--- config.mk ---
export PLATFORM = sky130hd
export DESIGN_NAME = bram_load_ctrl_flat
export DESIGN_NICKNAME = d
export VERILOG_FILES = /design/src/rtl/bram_load_ctrl_if.sv /design/src/rtl/bram_load_ctrl.sv /design/src/flat_wrapper.sv
export SDC_FILE = /design/constraint.sdc
export NUM_CORES = 1
export LEC_CHECK = 0
export ABC_AREA = 1
export CAP_MARGIN = 20
export CELL_PAD_IN_SITES_DETAIL_PLACEMENT = 1
export CELL_PAD_IN_SITES_GLOBAL_PLACEMENT = 1
export CORE_ASPECT_RATIO = 0.5
export CORE_MARGIN = 4
export CORE_UTILIZATION = 39
export CTS_CLUSTER_DIAMETER = 200
export DETAILED_ROUTE_END_ITERATION = 8
export PLACE_DENSITY = 0.88
export SYNTH_ARGS = -nofsm -noshare
export SYNTH_HDL_FRONTEND = slang
export SYNTH_SLANG_ARGS = --single-unit
--- constraint.sdc ---
create_clock -name clk -period 9.5 [get_ports clk]
set_input_delay 1.9 -clock clk [delete_from_list [all_inputs] [get_ports clk]]
set_output_delay 1.9 -clock clk [all_outputs]
set_load 0.1 [all_outputs]
--- src/rtl/bram_load_ctrl_if.sv ---
// Handshake and BRAM-port bundle for bram_load_ctrl.
// master = the controller, slave = upstream/consumer/BRAM environment.
interface bram_load_ctrl_if #(
  parameter int DATA_WIDTH = 32,
  parameter int ADDR_WIDTH = 32
);
  logic [ADDR_WIDTH-1:0] addr_in;
  logic                  addr_valid;
  logic                  addr_ready;
  logic [DATA_WIDTH-1:0] data_out;
  logic                  data_valid;
  logic                  data_ready;
  logic                  loadEn;
  logic [ADDR_WIDTH-1:0] loadAddr;
  logic [DATA_WIDTH-1:0] loadData;
  logic                  busy;

  modport master (
    input  addr_in, addr_valid, data_ready, loadData,
    output addr_ready, data_out, data_valid, loadEn, loadAddr, busy
  );

  modport slave (
    output addr_in, addr_valid, data_ready, loadData,
    input  addr_ready, data_out, data_valid, loadEn, loadAddr, busy
  );
endinterface

--- src/rtl/bram_load_ctrl.sv ---
// Credit-based load front-end for a fixed-latency BRAM: issues reads,
// tracks them in flight and returns the data in order through a small FIFO.
module bram_load_ctrl #(
  parameter int DATA_WIDTH   = 32,
  parameter int ADDR_WIDTH   = 32,
  parameter int READ_LATENCY = 1,
  parameter int FIFO_DEPTH   = 3
) (
  input  logic             clk,
  input  logic             rst,
  bram_load_ctrl_if.master bus
);

  localparam int CNT_W = $clog2(FIFO_DEPTH + 1);
  localparam int PTR_W = (FIFO_DEPTH > 1) ? $clog2(FIFO_DEPTH) : 1;
  localparam logic [CNT_W-1:0] DEPTH_C  = CNT_W'(FIFO_DEPTH);
  localparam logic [PTR_W-1:0] LAST_PTR = PTR_W'(FIFO_DEPTH - 1);

  logic [CNT_W-1:0]        count_reg, count_next;
  logic [CNT_W-1:0]        occ_reg, occ_next;
  logic [PTR_W-1:0]        wr_ptr_reg, wr_ptr_next;
  logic [PTR_W-1:0]        rd_ptr_reg, rd_ptr_next;
  logic [READ_LATENCY-1:0] inflight_reg;
  logic [DATA_WIDTH-1:0]   fifo_mem [FIFO_DEPTH];
  logic [ADDR_WIDTH-1:0]   load_addr;

  logic credit_ok;
  logic issue;
  logic push;
  logic pop;
  logic data_valid;

  function automatic logic [PTR_W-1:0] ptr_inc(input logic [PTR_W-1:0] p);
    return (p == LAST_PTR) ? '0 : p + 1'b1;
  endfunction

  assign credit_ok  = (count_reg < DEPTH_C);
  assign issue      = bus.addr_valid && credit_ok;
  assign push       = inflight_reg[READ_LATENCY-1];
  assign data_valid = (occ_reg != '0);
  assign pop        = data_valid && bus.data_ready;
  assign load_addr  = bus.addr_in;

  // State is already cleared while rst is low; only the visible handshake needs masking.
  assign bus.addr_ready = rst && credit_ok;
  assign bus.loadEn     = rst && issue;
  assign bus.loadAddr   = load_addr;
  assign bus.data_valid = data_valid;
  assign bus.data_out   = fifo_mem[rd_ptr_reg];
  assign bus.busy       = (count_reg != '0);

  always_comb begin
    count_next  = count_reg;
    occ_next    = occ_reg;
    wr_ptr_next = wr_ptr_reg;
    rd_ptr_next = rd_ptr_reg;
    case ({issue, pop})
      2'b10:   count_next = count_reg + 1'b1;
      2'b01:   count_next = count_reg - 1'b1;
      default: count_next = count_reg;
    endcase
    case ({push, pop})
      2'b10:   occ_next = occ_reg + 1'b1;
      2'b01:   occ_next = occ_reg - 1'b1;
      default: occ_next = occ_reg;
    endcase
    if (push) wr_ptr_next = ptr_inc(wr_ptr_reg);
    if (pop)  rd_ptr_next = ptr_inc(rd_ptr_reg);
  end

  always_ff @(posedge clk or negedge rst) begin
    if (!rst) begin
      count_reg  <= '0;
      occ_reg    <= '0;
      wr_ptr_reg <= '0;
      rd_ptr_reg <= '0;
    end else begin
      count_reg  <= count_next;
      occ_reg    <= occ_next;
      wr_ptr_reg <= wr_ptr_next;
      rd_ptr_reg <= rd_ptr_next;
    end
  end

  // Tap READ_LATENCY-1 marks the cycle in which loadData holds the word for that issue.
  generate
    if (READ_LATENCY == 1) begin : g_lat1
      always_ff @(posedge clk or negedge rst) begin
        if (!rst) inflight_reg <= '0;
        else      inflight_reg <= issue;
      end
    end else begin : g_latn
      always_ff @(posedge clk or negedge rst) begin
        if (!rst) inflight_reg <= '0;
        else      inflight_reg <= {inflight_reg[READ_LATENCY-2:0], issue};
      end
    end
  endgenerate

  // Credits guarantee the write slot never aliases the unpopped head entry.
  always_ff @(posedge clk) begin
    if (push) fifo_mem[wr_ptr_reg] <= bus.loadData;
  end

endmodule

--- src/flat_wrapper.sv ---
// flat-port wrapper written by rule: the top's interface ports become plain ports
module bram_load_ctrl_flat 
#(
  parameter int DATA_WIDTH   = 32,
  parameter int ADDR_WIDTH   = 32,
  parameter int READ_LATENCY = 1,
  parameter int FIFO_DEPTH   = 3
)
  (clk, rst, bus_addr_in, bus_addr_valid, bus_data_ready, bus_loadData, bus_addr_ready, bus_data_out, bus_data_valid, bus_loadEn, bus_loadAddr, bus_busy);
  bram_load_ctrl_if #(.DATA_WIDTH(DATA_WIDTH), .ADDR_WIDTH(ADDR_WIDTH)) bus_i ();
  input  logic clk;
  input  logic rst;
  input wire logic [$bits(bus_i.addr_in)-1:0] bus_addr_in;
  input wire logic [$bits(bus_i.addr_valid)-1:0] bus_addr_valid;
  input wire logic [$bits(bus_i.data_ready)-1:0] bus_data_ready;
  input wire logic [$bits(bus_i.loadData)-1:0] bus_loadData;
  output wire logic [$bits(bus_i.addr_ready)-1:0] bus_addr_ready;
  output wire logic [$bits(bus_i.data_out)-1:0] bus_data_out;
  output wire logic [$bits(bus_i.data_valid)-1:0] bus_data_valid;
  output wire logic [$bits(bus_i.loadEn)-1:0] bus_loadEn;
  output wire logic [$bits(bus_i.loadAddr)-1:0] bus_loadAddr;
  output wire logic [$bits(bus_i.busy)-1:0] bus_busy;
  assign bus_i.addr_in = bus_addr_in;
  assign bus_i.addr_valid = bus_addr_valid;
  assign bus_i.data_ready = bus_data_ready;
  assign bus_i.loadData = bus_loadData;
  assign bus_addr_ready = bus_i.addr_ready;
  assign bus_data_out = bus_i.data_out;
  assign bus_data_valid = bus_i.data_valid;
  assign bus_loadEn = bus_i.loadEn;
  assign bus_loadAddr = bus_i.loadAddr;
  assign bus_busy = bus_i.busy;
  bram_load_ctrl #(.DATA_WIDTH(DATA_WIDTH), .ADDR_WIDTH(ADDR_WIDTH), .READ_LATENCY(READ_LATENCY), .FIFO_DEPTH(FIFO_DEPTH)) u_core (.clk(clk), .rst(rst), .bus(bus_i));
endmodule
# After elaboration in Yosys (flattened, before gate mapping)
# Memory sizes are Yosys's and may differ from the RTL's.
# Cells that the tools add are included.
dict set report totals {
  reg_bits 9
  ram_bits 96
  input_bits 68
  n_memories 1
}
dict set report classes {
  addsub 6
  magnitude_cmp 1
  eq_ne 6
  n_mux 6
  n_reduce_logical 8
}
# memory words width rd rd_clocked_by_memory_dff write_ports line_no
set memory_table {}
lappend memory_table {u_core.fifo_mem 3 32 1 0 1 bram_load_ctrl.sv:24} ;# logic [DATA_WIDTH-1:0] fifo_mem [FIFO_DEPTH];
# cell n
set ops {}
lappend ops {{$add A2 B1 Y2 const B} 4}
lappend ops {{$eq A2 B2 Y1 const B} 4}
lappend ops {{$pmux W2 S2} 2}
lappend ops {{$reduce_bool A2 Y1} 4}
lappend ops {{$eq A2 B1 Y1 const B} 2}
lappend ops {{$logic_and A1 B1 Y1} 4}
lappend ops {{$mux W2} 2}
lappend ops {{$sub A2 B1 Y2 const B} 2}
lappend ops {{$lt A2 B2 Y1 const B} 1}
lappend ops {{$mux W1} 2}

# Longest topological paths before layout
dict set report depth {
  depth_word 4
  depth_mapped 10
  ltp_nobuf 10
}

# Worst setup path before layout
# OpenSTA, ideal clock, no wires.
dict set report synth_timing {
  path_type {input to output}
  startpoint {input rst}
  endpoint {output bus_addr_ready}
  t_arrival_ns 3.394
  t_required_ns 7.600
  setup_slack_ns 4.206
  stages 2
  cell_sequence {inv_1 -> a21oi_1}
}
dict set report synth_via {
  elab_chain_cells 1
}
# item line_no
set synth_rtl {}
lappend synth_rtl {{start, declared} flat_wrapper.sv:12} ;# input logic rst;
lappend synth_rtl {{$logic_and A1 B1 Y1} bram_load_ctrl.sv:45} ;# assign bus.addr_ready = rst && credit_ok;
lappend synth_rtl {{end, declared} flat_wrapper.sv:17} ;# output wire logic [$bits(bus_i.addr_ready)-1:0] bus_addr_ready;
# Every way passes these cells.

# Worst setup path after layout
# Ends and elaborated chain as after synthesis.

==> results.py <==
metrics = {
    "outcome": {
        "status": "finished, final reports clean",
    },
    "place": {
        "port_buffers": 71,
        "dp_hpwl_um": 6031,
        "gp_routability_congestion": 0.7081,
        "place_ws_ns": 3.532,
        "postPlaceCellArea_um2": 4808,
    },
    "sta": {
        "hold_viol_final": 0,
        "fin_crit_ns": 5.947,
        "fin_crit_sh_pct": 62.60,
        "setup_slack_ns": 3.553,
        "skew_ns": 0.004626,
        "relSlewSlack_pct": 31.72,
        "final-max-slew-violation-count": 0,
        "fin_tns_setup_ns": 0,
        "worst_slew_pin_slew_ns": 1.021,
        "finalSetupViolCount": 0,
        "max_freq_mhz": 168.1,
        "rsz0062_at_grt": "false",
    },
    "routing": {
        "final_antenna_net_count": 0,
        "drcViolationCount": 0,
        "wirelength_um": 9689,
        "drt_iter0_markers": 189,
        "routed_via_density": 4.932,
        "vias": 2555,
        "wl_per_cell_um": 18.70,
        "drt_pass1_iterations": 4,
    },
    "logic_synthesis": {
        "synth_xor_area_share_pct": 0.4195,
        "synthAdderAreaFrac_pct": 0.5993,
        "syn_area_um2": 4175,
        "synth-compound-area-share_pct": 0.3596,
        "syn_inst": 328,
        "syn_area_per_cell_um2": 12.73,
        "synth_top_family_by_area": "simple AND/OR/NAND/NOR gates",
        "synthSimpleGateAreaFrac_pct": 15.58,
        "synth_nets": 398,
        "synth_cell_type_count": 18,
        "synthMuxAreaShare_pct": 0,
        "yosysSeqAreaShare_pct": 74.44,
        "yosysWarnings": 0,
        "synth_seq_cells": 105,
    },
    "global_route": {
        "met2_usage_pct": 30.83,
        "grt_max_degree": 34,
        "grt_overflow": 0,
        "met1_usage_pct": 16.60,
        "grt_pass1_wl_um": 15140,
        "antenna_found_initial": 0,
        "grt_pass1_vias": 2841,
        "use_met3_pct": 3.672,
        "grt_util_all_layers_pct": 15.92,
        "grt-busiest-layer": "met2",
    },
    "setup_path": {
        "crit_path_start_kind": "input port",
        "path_max_fanout": 10,
        "cp_data_required_time_ns": 7.60,
        "worst-setup-path-type": "input port to primary output",
        "end_kind": "primary output",
        "worstPathArrival_ns": 4.05,
    },
    "finish": {
        "drive_above_1_share_pct": 6.349,
        "nets": 443,
        "largest_register_ff_count": 96,
        "final_cell_area_um2": 5112,
        "n_fill_cell": 1047,
        "syn2layout_area_growth_pct": 22.45,
        "mostFrequentLayoutCells": "nand2_1 (115), edfxtp_1 (96), clkdlybuf4s50_1 (71)",
        "final_common_cell": "nand2_1",
        "diodes": 0,
        "regMostFlops": "u_core.fifo_mem",
    },
    "cts": {
        "hold_buffers": 0,
        "h-tree-depth": 3,
        "cts.sinks": 105,
        "cts_setup_buffers": 0,
        "clk_path_buf_depth": 2,
        "cts_tree": "yes",
        "root_buffer": "clkbuf_16",
        "post_cts_resized": 0,
        "clkSlewWorstSetupHoldPaths_ns": 0.07,
        "worstSkewPairLatency_ns": 0.34,
        "cts_buffers": 9,
    },
    "floorplan": {
        "io_pins": 136,
        "dieArea_um2": 12530,
        "coreArea_um2": 10310,
        "rows": 26,
        "start_util_pct": 40.49,
        "die_height_um": 81.17,
        "die_w_um": 154.3,
    },
    "hold_path": {
        "hold_path.class": "flip-flop to flip-flop",
    },
    "flow_run": {
        "maxCapViolations": 0,
    },
}
## synth_stat cells
cell type,instances,area [um2]
nand4_1,2,12.51
o21ai_0,2,10.01
nand3_1,36,180.2
nor2_2,1,6.260
buf_4,35,262.8
inv_2,1,3.750
a21oi_1,1,5.000
inv_1,16,60.06
nor2_4,1,11.26
nor2_1,1,3.750
xnor2_1,2,17.52
nor3_1,1,5.000
ha_1,2,25.02
edfxtp_1,96,2883
dfrtp_1,9,225.2
nand2_1,115,431.7
clkbuf_1,2,7.510
buf_2,5,25.02
## worst paths after layout
path                       cells past startpoint            startpoint  slack (ns)                    to
setup / recovery                               4                   rst        3.55        bus_addr_ready
hold / removal                                 1     u_core.occ_reg[0]        0.51     u_core.occ_reg[0]
setup reg to reg                               4  u_core.rd_ptr_reg[1]        7.83  u_core.rd_ptr_reg[0]
hold reg to reg                                1     u_core.occ_reg[0]        0.51     u_core.occ_reg[0]
max in group asynchronous                      1                   rst        7.35     u_core.occ_reg[0]
min in group asynchronous                      1                   rst        1.85  u_core.rd_ptr_reg[0]
## worst max-delay path: stages
cell	delay, ns
clkdlybuf4s50_1	0.73
inv_1	0.11
a21oi_1	0.15
clkdlybuf4s50_1	1.16
## logic make-up after synthesis
logic type | after synthesis
buffers and inverters | 59
DFF | 105
AOI/OAI and AO/OA | 3
xor gates and xnor gates | 2
adders and majority gates | 2
and+or+nand+nor | 157
## per-layer routing
metal  up-vias  part of all wire [%]  routed length [um]
met1      1257                    37                3629
met5         -                     0                   0
met3        56                   4.6                 444
met4         0                   4.4                 429
li1       1170                     -                   -
met2        72                    54                5185
## through the flow
step           util [%]  instances  hold slack, ns
5_1_grt           49.58        518          0.5423
4_1_cts           49.58        518          0.5176
6_report          49.58        518          0.5129
2_1_floorplan         -        328          0.4417
3_3_place_gp      46.63        502          0.4664
3_5_place_dp      46.63        502          0.5036
## final cells by class
class	instances	area [um2]	share of cell area [%]
Sequential cell	105	3108	60.79
Inverter	17	63.81	1.248
Clock inverter	7	78.83	1.542
Multi-Input combinational cell	164	713.2	13.95
Timing Repair Buffer	76	748.2	14.64
Clock buffer	9	225.2	4.405
Tap cell	140	175.2	3.426
Power is left out: the tool's default activity adds up to more than one toggle a clock period on the data nets, which glitch-free logic cannot reach.
